$ cat src/rtl/i2s_audio_tx.sv
// Philips-I2S master transmitter: 2-entry sample FIFO feeding a 64-bit-clock frame serialiser.
// All I2S clocks are derived from clk by an integer divider; nothing runs while enable is low.
module i2s_audio_tx #(
    parameter int DATA_W   = 16,
    parameter int BCLK_DIV = 16,
    parameter int MONO     = 1
) (
    input  logic              clk,
    input  logic              rst_n,
    input  logic              enable,
    input  logic [DATA_W-1:0] s_data,
    input  logic              s_valid,
    output logic              s_ready,
    output logic              b_clk,
    output logic              lr_clk,
    output logic              i2s_out,
    output logic              frame_start,
    output logic              underrun
);
    localparam int DIV_W = $clog2(BCLK_DIV);
    localparam logic [DIV_W-1:0] DIV_LAST = DIV_W'(BCLK_DIV - 1);

    logic [DIV_W-1:0]  div_cnt;
    logic [5:0]        k;
    logic [5:0]        pos;
    logic [1:0]        count;
    logic [1:0]        count_nxt;
    logic [1:0]        pop_n;
    logic [DATA_W-1:0] fifo0;
    logic [DATA_W-1:0] fifo1;
    logic [DATA_W-1:0] fifo0_nxt;
    logic [DATA_W-1:0] fifo1_nxt;
    logic [DATA_W-1:0] l_word;
    logic [DATA_W-1:0] r_word;
    logic [DATA_W-1:0] chan_word;
    logic              push;
    logic              div_wrap;
    logic              fall;
    logic              load;
    logic              starve;

    // Sample is left-justified in a 32-bit slot; bits past DATA_W are zero padding.
    function automatic logic slot_bit(input logic [DATA_W-1:0] word, input logic [4:0] b);
        logic [31:0] slot;
        slot = {word, {(32 - DATA_W){1'b0}}};
        return slot[5'd31 - b];
    endfunction

    assign s_ready   = (count != 2'd2);
    assign push      = s_valid && s_ready;
    assign div_wrap  = enable && (div_cnt == DIV_LAST);
    assign fall      = div_wrap && b_clk;
    assign load      = fall && (k == 6'd0);
    assign starve    = load && (pop_n == 2'd0);
    assign pos       = k - 6'd1;
    assign chan_word = pos[5] ? r_word : l_word;

    always_comb begin
        pop_n = 2'd0;
        if (load) begin
            if (MONO != 0) pop_n = (count != 2'd0) ? 2'd1 : 2'd0;
            else           pop_n = (count == 2'd2) ? 2'd2 : 2'd0;
        end
    end

    // Pop first, then the pushed word lands behind whatever is left.
    always_comb begin
        fifo0_nxt = fifo0;
        fifo1_nxt = fifo1;
        count_nxt = count;
        if (pop_n == 2'd1) begin
            fifo0_nxt = fifo1;
            count_nxt = count - 2'd1;
        end else if (pop_n == 2'd2) begin
            count_nxt = 2'd0;
        end
        if (push) begin
            if (count_nxt == 2'd0) fifo0_nxt = s_data;
            else                   fifo1_nxt = s_data;
            count_nxt = count_nxt + 2'd1;
        end
    end

    always_ff @(posedge clk) begin
        fifo0 <= fifo0_nxt;
        fifo1 <= fifo1_nxt;
        if (!enable) begin
            l_word <= '0;
            r_word <= '0;
        end else if (load) begin
            if (pop_n == 2'd0) begin
                l_word <= '0;
                r_word <= '0;
            end else begin
                l_word <= fifo0;
                r_word <= (MONO != 0) ? fifo0 : fifo1;
            end
        end
    end

    always_ff @(posedge clk or negedge rst_n) begin
        if (!rst_n) begin
            count       <= 2'd0;
            div_cnt     <= '0;
            b_clk       <= 1'b0;
            k           <= 6'd0;
            lr_clk      <= 1'b0;
            i2s_out     <= 1'b0;
            frame_start <= 1'b0;
            underrun    <= 1'b0;
        end else begin
            count       <= count_nxt;
            frame_start <= load;
            underrun    <= starve;
            if (!enable) begin
                div_cnt <= '0;
                b_clk   <= 1'b0;
                k       <= 6'd0;
                lr_clk  <= 1'b0;
                i2s_out <= 1'b0;
            end else begin
                div_cnt <= div_wrap ? '0 : div_cnt + DIV_W'(1);
                if (div_wrap) b_clk <= ~b_clk;
                // Data and word select change only on b_clk falling edges.
                if (fall) begin
                    k       <= k + 6'd1;
                    lr_clk  <= k[5];
                    i2s_out <= slot_bit(chan_word, pos[4:0]);
                end
            end
        end
    end
endmodule
$ cat config.mk
export PLATFORM = sky130hd
export DESIGN_NAME = i2s_audio_tx
export DESIGN_NICKNAME = d
export VERILOG_FILES = /design/src/rtl/i2s_audio_tx.sv
export SDC_FILE = /design/constraint.sdc
export NUM_CORES = 1
export LEC_CHECK = 0
export CORE_MARGIN = 1
export CORE_UTILIZATION = 43
export DETAILED_ROUTE_END_ITERATION = 8
export PLACE_DENSITY = 0.62
export SETUP_SLACK_MARGIN = 0.02
export SYNTH_ARGS = -nofsm -noshare
export SYNTH_HDL_FRONTEND = slang
export SYNTH_SLANG_ARGS = --single-unit
$ cat constraint.sdc
create_clock -name clk -period 4.1 [get_ports clk]
set_input_delay 0.41 -clock clk [delete_from_list [all_inputs] [get_ports clk]]
set_output_delay 0.41 -clock clk [all_outputs]
set_load 0.01 [all_outputs]
### Word-level counts from Yosys, hierarchy flattened

Cells that the tools add are included.
Widths: inputs -> output; s select.

* bits in registers: 65
* latch bits: 0
* memory bits (writable): 0
* bits in read-only memories: 0
* input bits: 20
* output and inout port bits: 6
* word-level logic and storage cells: 57
* memories kept: 0

* add/subtract/negate cells: 6
* $mul: 0
* div/mod/pow operators: 0
* magnitude comparators: 1
* equal/unequal tests: 6
* shifts and indexed selects: 0
* multiplexer cells: 21
* bitwise gates (word level): 2
* reduce and logical (&&, ||, !) cells: 10

Operators with widths (count)
* $mux 16: 4
* $mux 6: 2
* $mux 1: 9
* $mux 4: 2
* $add 6x1->6 const B: 1
* $logic_not 6->1: 1
* $lt 5x6->1 const B: 1
* $mux 2: 3
* $bmux 1 s5: 1
* $logic_and 1x1->1: 5
* $sub 5x1->5 const B: 1
* $sub 5x5->5 const A: 1
* $add 4x1->4 const B: 1
* $eq 4x4->1 const B: 1
* $logic_not 2->1: 2
* $ne 2x1->1 const B: 2
* $add 2x1->2 const B: 1
* $eq 2x1->1 const B: 1
* $eq 2x2->1 const B: 1
* $ne 2x2->1 const B: 1
* $not 1->1: 2
* $reduce_and 2->1: 1
* $reduce_bool 2->1: 1
* $sub 2x1->2 const B: 1

### Longest topological paths before layout

* word-level depth: 11
* mapped depth: 14
* gate-level depth less buffers: 10

### Worst setup path before layout

No wires, ideal clock.

* path kind: reg-to-reg
* start: register k[0]
* end: register fifo1[0], enable pin
* setup time: 0.388 ns
* arrival time: 3.319 ns
* required time: 3.712 ns
* setup slack: 0.393 ns
* stages on the path, launching flop included: 11
* path buffers: 2
* period minus slack after synthesis: 3.707 ns
* cell sequence: dfrtp_1 clkbuf_1 inv_1 ha_1 or3b_4 or4_4 buf_6 nor2_8 mux2_2 ha_1 nor2_1

* word-level cells in the longest chain between the ends: 9
* elaborated cells on any way between the ends: 10

RTL lines
* start: declaration: line 24 `logic [5:0] k;`
* start signal: assignment: line 126 `k <= k + 6'd1;`
* $logic_not 6->1 *: line 53 `assign load = fall && (k == 6'd0);`
* $logic_and 1x1->1 *: line 53
* $mux 1 *: line 60 `if (load) begin`
* $eq 2x2->1: line 74 `end else if (pop_n == 2'd2) begin`
* $mux 2: line 74
* $mux 2 *: line 71 `if (pop_n == 2'd1) begin`
* $logic_not 2->1 *: line 78 `if (count_nxt == 2'd0) fifo0_nxt = s_data;`
* $not 1->1 (no source line) *
* $reduce_and 2->1 (no source line) *
* end signal: assignment: line 86 `fifo1 <= fifo1_nxt;`
* end: declaration: line 30 `logic [DATA_W-1:0] fifo1;`

Every way passes the cells marked *; elsewhere a longest branch is shown, timed or not.
A chain may end at the register's enable or synchronous reset.

### Final worst setup path

* start: register k[0]
* end: register fifo0[3]

* word-level cells in the longest chain between the ends: 9
* elaborated cells on any way between the ends: 11

RTL lines
* $logic_not 6->1 *: line 53
* $logic_and 1x1->1 *: line 53
* $mux 1 *: line 60
* $eq 2x2->1: line 74
* $mux 2: line 74
* $mux 2: line 71
* $logic_not 2->1: line 78
* $mux 16: line 78
* $mux 16 *: line 77 `if (push) begin`
* net fifo0_nxt[3]: line 31 `logic [DATA_W-1:0] fifo0_nxt;`
* end signal: assignment: line 85 `fifo0 <= fifo0_nxt;`
* end: declaration: line 29 `logic [DATA_W-1:0] fifo0;`

Mark *: on every way through the listed nets, which the timed path passes. The rest lies on a longest branch.

==> results_dict.tcl <==
set metrics [dict create \
    seqCellArea_um2 1550 \
    drt_wl_total_um 4840 \
    post_cts_resized 0 \
    htreeDepth 3 \
    cts-root-buf "clkbuf_8" \
    dominantRegCellSynth "dfxtp_1" \
    crit_path_end_kind "flip-flop" \
    clk-insertion-delay-late_ps 330 \
    seq_area_frac_synth 0.546 \
    cts_tree "yes" \
    fillers 579 \
    pin_count 26 \
    dp_hpwl_um 3250 \
    power_frac_comb 0.167 \
    grt_use_total 0.159 \
    worstPathArrival_ps 3750 \
    crit_type "reg2reg" \
    yosys.area.top_type_share 0.226 \
    core-area_um2 6350 \
    setup_tns_ps 0 \
    setup_viol 0 \
    timing.fmax_ghz 0.280 \
    min_period_ps 3570 \
    dr.first_iter.drc_count 80 \
    p_sw_frac 0.262 \
    path_common_cell "ha_1" \
    post_drt_wl_per_cell_um 13.3 \
    grt_pass1_vias 1827 \
    grt_pass1_wl_um 8560 \
    startpoint "k[0]" \
    clk_path_buf_depth 2 \
    antenna_found_initial 0 \
    async_flop_share 0.262 \
    powerDensity_nw_per_um2 497 \
    antennaDiodeCount 0 \
    gp_congestion 0.778 \
    path_cells "inv_1 -> ha_1 -> or3b_4 -> or4_4 -> nor2_8 -> xnor2_1 -> ha_1 -> and3_1 -> o21ai_0" \
    worst_pin_slew_ps 987 \
    slew_headroom 0.342 \
    netlist_instances 254 \
    p_int_w 0.00122 \
    finish.net_count 307 \
    hold_class "reg2reg" \
    ys_top_cells_by_area "dfxtp_1 (23%), edfxtp_1 (17%), dfrtp_1 (15%)" \
    worstReg2RegStart "k[0]" \
    yosys-top-cells-count "nand2_1 (46), dfxtp_1 (32), a21boi_0 (19)" \
    ys_types 37 \
    die_w_um 83.1 \
    clock_sinks 65 \
    area_growth_pct 17.5 \
    p_leak_nw 1.20 \
    postRouteAntennaNets 0 \
    post_cts_buffers 0 \
    required_ps 4280 \
    drt-pass1-iter-count 4 \
    worst-path-buf-inv 1 \
    clock_skew_ps 5.25 \
    synth.largest_area_cell "dfxtp_1" \
    switchingPower_w 0.000433 \
    critical_path.top_delay_family "simple AND/OR/NAND/NOR gates" \
    min_period_over_period 0.871 \
    hold_viol_final 0 \
    synthesis.area_um2 2830 \
    critPathLaunchType "flip-flop" \
    synth_edf_count 16 \
    multiInputGateArea_um2 1180 \
    ys_ff_latch 65 \
    die_y_um 83.1 \
    yosysMostFrequentCell "nand2_1" \
    hold_buffers 0 \
    max_stage_delay_ps 820 \
    vias 1807 \
    path_max_fanout 32 \
    grt-ovfl-total 0 \
    via_per_inst 4.98 \
    hold_ws_ps 463 \
    die-area_um2 6910 \
    ir_drop_v 0.000272 \
    power.share.sequential 0.518 \
    initial_utilization 0.446 \
    rsz0062_at_grt "no" \
    layout-drive-gt1-share 0.0979 \
    numCtsBuffers 9 \
    syn-mean-instance-area_um2 11.1 \
    grt_max_degree 33 \
    drc 0 \
    cp_slowest_cell "and3_1" \
    drv_slew 0 \
    clk_pin_slew_ps 70 \
    yosysWarnings 0 \
    min_from "r_word[1]" \
    synthesis.nets 280 \
    clockPowerShare 0.314 \
    core.rowCount 29 \
    port_buffers 25 \
    status "finished, final reports clean" \
    max-cap-violations 0 \
]
==> worst reg2reg max path, stage by stage, from the launching register on <==
cell     delay, ps
dfrtp_1        510
inv_1          130
ha_1           180
or3b_4         410
or4_4          630
nor2_8         140
xnor2_1        170
ha_1           210
and3_1         820
o21ai_0        210
==> metrics by stage <==
stage          utilization  power, W  area, um2  cells  setup WS (ps)
6_report             0.524   0.00165       3320    363            530
5_1_grt              0.524   0.00176       3320    363            210
4_1_cts              0.524   0.00168       3320    363            481
3_5_place_dp         0.494   0.00115       3140    347            493
3_3_place_gp         0.494   0.00114       3140    347            574
2_1_floorplan            -   0.00105       2830    254            393
==> layout make-up <==
cell class / count / area share
Clock buffer: 12 / 0.0437
Clock inverter: 4 / 0.0128
Inverter: 7 / 0.00790
Multi-Input combinational cell: 168 / 0.355
Sequential cell: 65 / 0.465
Tap cell: 77 / 0.0290
Timing Repair Buffer: 30 / 0.0866
==> kinds of logic (layout without fill, tap and decap cells) <==
group                    after synthesis  in the layout  share of synthesized area
AO/OA/AOI/OAI                         40             40                     0.0924
XOR/XNOR                              11             11                     0.0340
adder cells (fa/ha/maj)                6              6                     0.0265
buffers and inverters                 21             53                     0.0367
flip-flops                            65             65                      0.546
multiplexers                          21             21                     0.0924
AND/OR/NAND/NOR                       90             90                      0.172
==> layer usage <==
metal  vias up  track usage  share of wire
met5         -            0              0
met4         0       0.0846          0.019
met3        10       0.0408          0.034
met2        35        0.238           0.44
met1       823        0.210           0.50
li1        939            -              -
==> power by group through the flow <==
stage	Clock [W]	Combinational (W)	Sequential [W]
floorplan	0	0.000204	0.000847
global placement	0	0.000274	0.000865
detailed placement	0	0.000285	0.000868
CTS	0.000539	0.000284	0.000856
global route	0.000566	0.000321	0.000869
finish	0.000519	0.000276	0.000856
==> registers in the layout, summed over array words and instances, names as in the netlist <==
name / flops
count: 2
r_word: 16
k: 6
i2s_out: 1
lr_clk: 1
b_clk: 1
frame_start: 1
fifo0: 16
underrun: 1
div_cnt: 4
fifo1: 16
==> worst paths after layout <==
kind | slack, ps | end | depth (start not counted)
worst max-delay path | 530 | fifo0[3] | 9
worst min-delay path | 460 | r_word[1] | 2
worst max register to register | 530 | fifo0[3] | 9
worst min register to register | 460 | r_word[1] | 2
max in group asynchronous | 3080 | frame_start | 1
min in group asynchronous | 530 | count[1] | 1
==> placed cells by master, fill, tap and decap left out, types with 3 or more instances in the layout <==
cell type,count
ha_1,6
mux2i_1,16
and2_1,7
nand3b_1,16
o21ai_0,7
xnor2_1,8
inv_1,7
clkbuf_8,10
dfxtp_1,32
a21boi_0,19
and3_1,3
nand4_1,3
xor2_1,3
nand3_1,3
o21ai_1,9
nor2_1,4
dfrtp_1,17
buf_4,5
mux4_2,4
clkdlybuf4s50_1,25
nand2_1,46
edfxtp_1,16
Note: power is estimated with default switching activity, not from simulation.
